### src/rtl/mem_wb_regfile.sv
// mem_wb_regfile: MEM/WB pipeline register plus 32-entry GPR file with two bypassed read ports
// Ports: clk/rst (sync, active-high); waddr_i/wreg_i/wdata_i write triple from memory stage;
// mem_stall_i/wb_stall_i/flush_i pipeline control; re*_i/raddr*_i/rdata*_o two combinational
// read ports; wb_waddr_o/wb_wreg_o/wb_wdata_o registered MEM/WB contents.
module mem_wb_regfile #(
  parameter int DATA_W   = 32,
  parameter int ADDR_W   = 5,
  parameter int NUM_REGS = 32
) (
  input  logic              clk,
  input  logic              rst,
  input  logic [ADDR_W-1:0] waddr_i,
  input  logic              wreg_i,
  input  logic [DATA_W-1:0] wdata_i,
  input  logic              mem_stall_i,
  input  logic              wb_stall_i,
  input  logic              flush_i,
  input  logic              re1_i,
  input  logic [ADDR_W-1:0] raddr1_i,
  output logic [DATA_W-1:0] rdata1_o,
  input  logic              re2_i,
  input  logic [ADDR_W-1:0] raddr2_i,
  output logic [DATA_W-1:0] rdata2_o,
  output logic [ADDR_W-1:0] wb_waddr_o,
  output logic              wb_wreg_o,
  output logic [DATA_W-1:0] wb_wdata_o
);
  logic [DATA_W-1:0] regs [NUM_REGS];
  always_ff @(posedge clk) begin
    if (rst || flush_i) begin
      wb_waddr_o <= '0;
      wb_wreg_o  <= 1'b0;
      wb_wdata_o <= '0;
    end else if (!wb_stall_i) begin
      // a stalled memory stage becomes a bubble so its write is issued only once
      wb_waddr_o <= mem_stall_i ? '0 : waddr_i;
      wb_wreg_o  <= mem_stall_i ? 1'b0 : wreg_i;
      wb_wdata_o <= mem_stall_i ? '0 : wdata_i;
    end
  end
  always_ff @(posedge clk) begin
    if (rst) begin
      for (int i = 0; i < NUM_REGS; i++) regs[i] <= '0;
    end else if (wb_wreg_o && wb_waddr_o != '0) begin
      regs[wb_waddr_o] <= wb_wdata_o;
    end
  end
  // the pending MEM/WB write is bypassed so decode sees it one cycle before commit
  always_comb begin
    rdata1_o = (rst || !re1_i || raddr1_i == '0) ? '0 :
               (wb_wreg_o && raddr1_i == wb_waddr_o) ? wb_wdata_o : regs[raddr1_i];
    rdata2_o = (rst || !re2_i || raddr2_i == '0) ? '0 :
               (wb_wreg_o && raddr2_i == wb_waddr_o) ? wb_wdata_o : regs[raddr2_i];
  end
endmodule

### config.mk
export PLATFORM = sky130hd
export DESIGN_NAME = mem_wb_regfile
export DESIGN_NICKNAME = d
export VERILOG_FILES = /design/src/rtl/mem_wb_regfile.sv
export SDC_FILE = /design/constraint.sdc
export NUM_CORES = 2
export LEC_CHECK = 0
export BUFFER_PORTS_ARGS = -buffer_cell sky130_fd_sc_hd__buf_2
export CORE_MARGIN = 2
export CORE_UTILIZATION = 60
export DETAILED_ROUTE_END_ITERATION = 10
export PLACE_DENSITY = 0.77
export SLEW_MARGIN = 30
export SYNTH_ARGS = -nofsm -noshare
export SYNTH_HDL_FRONTEND = slang
export SYNTH_SLANG_ARGS = --single-unit
### constraint.sdc
create_clock -name clk -period 4.1 [get_ports clk]
set_input_delay 0.82 -clock clk [delete_from_list [all_inputs] [get_ports clk]]
set_output_delay 0.82 -clock clk [all_outputs]
set_load 0.03 [all_outputs]
-- After elaboration in Yosys (flattened, before gate mapping)
Memory sizes are Yosys's and may differ from the RTL's.
Index checks and enable logic that the tools add are counted.
- equality and inequality tests: 2
- reductions and logical operators: 14
- muxes and demuxes: 15
- operators by type and width (cell ; number):
    2-to-1 mux 32 bit ; 6
    OR reduction 32 bit ; 1
    equality test 5 bit ; 2
    logical NOT 5 bit ; 2
    2-to-1 mux 5 bit ; 2
    2-to-1 mux 1 bit ; 7
    logical OR 1 bit ; 5
    nonzero test 5 bit ; 1
    logical AND 1 bit ; 3
    logical NOT 1 bit ; 2
- memories kept: 1
- register bits: 38
- input bits: 55
- RAM bits: 1024
- memory list (memory ; words ; width ; rd ports ; clocked after memory_dff ; write ports ; RTL line ; RTL):
    regs ; 32 ; 32 ; 2 ; 0 ; 32 ; 28 ; logic [DATA_W-1:0] regs [NUM_REGS];

-- Depth between registers and ports, before layout
- depth in word-level cells: 7
- gate-level depth with buffers: 9
- depth with buffers taken out: 5

-- Worst setup path after synthesis
OpenSTA, ideal clock, no wires.
- kind: input -> output
- start: in raddr2_i[1]
- end: out rdata2_o[31]
- stages: 8
- slack: 512 ps
- arrival time: 2768 ps
- cell sequence: buf_2 -> or3b_2 -> buf_2 -> buf_2 -> o221ai_1 -> a21o_1 -> o21ai_0 -> o21ai_0
- cells in the longest elaborated chain, start to end: 4
- elaborated cells between the ends (all ways): 7
- RTL lines (element ; RTL line ; RTL):
    start, declared ; 22 ; input logic [ADDR_W-1:0] raddr2_i,
    parallel branches: the longest is 3 deep, another holds memory (32 x 32 bit) ; -- ;
    2-to-1 mux 32 bit * ; 52 ; rdata2_o = (rst || !re2_i || raddr2_i == '0) ? '0 :
    end, declared ; 23 ; output logic [DATA_W-1:0] rdata2_o,
Every way passes the cells marked *.

-- Final worst setup path
- start: in raddr1_i[0]
- end: out rdata1_o[10]
- cells in the longest elaborated chain, start to end: 4
- elaborated cells between the ends (all ways): 7
- RTL lines (element ; RTL line ; RTL):
    start, declared ; 19 ; input logic [ADDR_W-1:0] raddr1_i,
    parallel branches: the longest is 3 deep, another holds memory (32 x 32 bit) ; -- ;
    2-to-1 mux 32 bit * ; 50 ; rdata1_o = (rst || !re1_i || raddr1_i == '0) ? '0 :
    end, declared ; 20 ; output logic [DATA_W-1:0] rdata1_o,
Marks and branches as above.

==> summary.md <==
| Metric | Value |
|---|---|
| Pleak | 24.0 nW |
| Sequential-to-total area share from yosys stat | 55.4% |
| Vias in the first global route | 38,537 |
| Root buffer cell | clkbuf_16 |
| Peak Freq | 0.248 GHz |
| Arr. time, crit path | 3.21 ns |
| GRT overflow | 0 |
| # fillers | 6,157 |
| HP Class | in -> reg |
| CTS tree | built |
| Max-cap violations | 0 |
| Final period utilization | 98.4% |
| Least-Margin Pin Slew | 0.831 ns |
| Hold endpoint | wb_wdata_o[6] |
| Initial core utilization | 60.7% |
| Dominant cells by area after synthesis | edfxtp_1, mux4_2, and2_1, mux2i_1, clkbuf_1 |
| Primary FF master, synth | edfxtp_1 |
| Placement Rows | 112 |
| Netlist cell types | 49 |
| Ys Warns | 0 |
| Area Overhead vs Synth | 13.1% |
| Die height | 312 um |
| WS Path Type | in -> out |
| Routed Antenna Nets | 0 |
| Mapped Cells | 3,887 |
| Via Count | 38,816 |
| Register-to-register setup slack | 1.30 ns |
| DPL Wire Length | 116,000 um |
| Max Clock Skew | 0.0267 ns |
| Reg-to-reg endpoint | regs[28][21] |
| Cts bufs inserted | 110 |
| Flip-flop and latch area | 31,500 um^2 |
| Total negative setup slack | 0 ns |
| Initial DRC Count | 6,337 |
| Total Routed Length | 190,000 um |
| WHS Path Cells | 3 |
| Post-synthesis adder-cell area fraction | 0% |
| Vias per inst | 7.19 |
| Crit-path cells | buf_8, buf_12, nor3_1, a21oi_1, o211ai_1, buf_12, buf_12, a211oi_1, buf_4, a211o_1, buf_2 |
| Worst skew pair latency | 0.69 ns |
| Outcome | finished, final reports clean |
| DR DRC count | 0 |
| Reg2reg start | wb_waddr_o[4] |
| Synth async-reset ratio | 0% |
| Multi-input logic area | 23,900 um^2 |
| Die Area | 97,200 um^2 |
| Placed Instances | 5,184 |
| #FFs+latches synth | 1,062 |
| Crit start category | input port |
| RSZ-0062 raised after global routing | no |
| Fin. max-slew vios | 0 |
| Initial DRT Pass Iterations | 6 |
| Avg WL per Cell | 35.1 um |
| Io pins | 157 |
| # clock sinks | 1,062 |
| VDD IR max | 0.489 mV |
| GPL Wtd Cong | 0.911 |
| Number of port buffers | 156 |
| Layout Cells excl Fill | 5,395 |
| Core ar. | 93,600 um^2 |
| Crit path max-delay cell type | a211oi_1 |
| Max FO, Critical Path | 15 |
| Worst setup EP type | output pin |
| First-pass GRT wire length | 270,000 um |
| Share of cells above drive strength 1 | 29.4% |
| XOR/XNOR Fraction of Synth Area | 0.154% |
| Antenna violations before repair | 19 |
| EDFF count, synth | 1,024 |
| Final Setup Violations | 0 |
| PD cells | 394 nW/um^2 |
| Max stage delay on crit path | 0.44 ns |
| Final count of hold timing violations | 0 |
| Synth Area in Simple Gates | 13.3% |
| Mean post-synth cell area | 14.6 um^2 |
| Clock-pin slew on the worst setup and hold paths | 0.06 ns |
| Post-synthesis compound-gate area fraction | 5.40% |
| Slew HR | 44.5% |
| Share of the synthesized area in the top cell type | 54.1% |
| Total GRT Usage | 39.0% |
| Largest net degree at the start of global routing | 86 |
| FF-to-FF path depth | 6 |
| Htree depth | 3 |
| Post-synth top area cell | edfxtp_1 |
| Clock tree buffer depth | 3 |
| Die W | 312 um |
| Cell Area, Synth | 56,800 um^2 |
| Hold_sp | wdata_i[6] |
| Worst EP required | 3.28 ns |
| Tmin final | 4.03 ns |
| Design Power | 25.3 mW |
| Final nets | 4,097 |
| Largest family of logic cells by synthesized area | multiplexers |
| CP most frequent cell | buf_12 |
| Mux contribution to synthesized area | 22.4% |
==> metal layers <==
metal | GRT usage [%] | vias to the layer above | part of all wire [%]
met5 | 0 | - | 0.040
met4 | 21.3 | 12 | 6.2
met3 | 13.3 | 737 | 15
met2 | 59.0 | 3559 | 45
met1 | 49.9 | 19328 | 33
li1 | - | 15180 | -
==> worst max-delay path, delay by kind of cell <==
kind	cells	cell delay, ns
AOI/OAI and AO/OA	4	1.07
buffers and inverters	6	1.18
and+or+nand+nor	1	0.07
==> metrics by stage <==
step / worst slack [ns] / area [um^2] / util [%] / hold WS [ns]
6_report: 0.0655 / 64300 / 68.7 / 0.357
5_1_grt: 0.0312 / 64300 / 68.7 / 0.362
4_1_cts: 0.0584 / 64300 / 68.7 / 0.328
3_5_place_dp: -0.00339 / 60600 / 64.7 / 0.485
3_3_place_gp: 0.00917 / 60600 / 64.7 / 0.472
2_1_floorplan: 0.512 / 57000 / - / 0.698
==> cells in the mapped netlist, drive strengths merged, types with 2 or more instances <==
library cell	count
and2	1056
edfxtp	1024
mux4	449
clkbuf	276
mux2i	182
buf	138
a211oi	135
nand2	79
nor2	77
mux2	71
o21ai	64
a22oi	41
dfxtp	38
a21oi	35
or2	32
a211o	31
o221ai	31
a21boi	22
a21o	20
a221oi	20
a32o	11
o22ai	11
nand3b	6
xnor2	6
xor2	4
nand2b	3
nor3b	3
o211ai	3
inv	2
nand4	2
nor2b	2
nor3	2
or3b	2
==> timing repair <==
| item | CTS | global route |
|---|---|---|
| setup buffers | 0 | 0 |
| gates resized for setup | 4 | 3 |
| cloned | 0 | 0 |
| endpoints found under the setup margin | 4 | 5 |
| hold buffers | 0 | 0 |
==> placed cells by master (no fill, tap or decap), types with 32 or more instances in the layout <==
cell type | synthesis | layout
and2_1 | 1055 | 1055
edfxtp_1 | 1024 | 1024
mux4_2 | 449 | 449
buf_4 | 30 | 209
mux2i_1 | 182 | 182
buf_2 | 85 | 148
a211oi_1 | 135 | 135
clkbuf_16 | 0 | 115
nand2_1 | 79 | 79
mux2_2 | 71 | 71
buf_12 | 0 | 63
nor2_1 | 77 | 44
o21ai_0 | 43 | 42
a22oi_1 | 41 | 41
a21oi_1 | 35 | 35
or2_2 | 32 | 32
conb_1 | 1 | 32
==> cell type report <==
| cell class | count | share of cell area (%) |
|---|---|---|
| flip-flops and latches | 1062 | 49.0 |
| repair buffers | 426 | 5.68 |
| inverters | 2 | 0.0156 |
| multi-input cells | 2440 | 37.1 |
| clock inverters | 68 | 1.01 |
| diodes | 5 | 0.0195 |
| clock buffers | 138 | 4.73 |
| well taps | 1254 | 2.44 |
==> logic make-up after synthesis <==
family / count (synthesis)
AO/OA/AOI/OAI: 426
other: 1
flip-flops: 1062
multiplexers: 702
buffers and inverters: 416
XOR/XNOR: 10
AND/OR/NAND/NOR: 1270
==> registers in the layout (all words and copies together), names as in the netlist <==
name and flops:
wb_wdata_o 32, wb_waddr_o 5, wb_wreg_o 1, regs 1024
==> worst max-delay path by stage <==
stage                     slack (ns)            to          start  cells after the start
final                           0.07  rdata1_o[10]    raddr1_i[0]                     11
after global routing            0.03  rdata1_o[14]    raddr1_i[0]                      8
after CTS                       0.06  rdata2_o[31]  wb_waddr_o[1]                      7
after detailed placement      -0.003  rdata2_o[31]    raddr2_i[0]                      9
after global placement         0.009  rdata2_o[31]    raddr2_i[0]                      9
after floorplan                 0.51  rdata2_o[31]    raddr2_i[1]                      8
==> power breakdown <==
| group | internal (mW) | switching [mW] |
|---|---|---|
| clock network | 5.84 | 4.40 |
| registers | 12.2 | 0.218 |
| logic | 1.11 | 1.54 |
No activity file was read; power rests on OpenSTA's default activity.
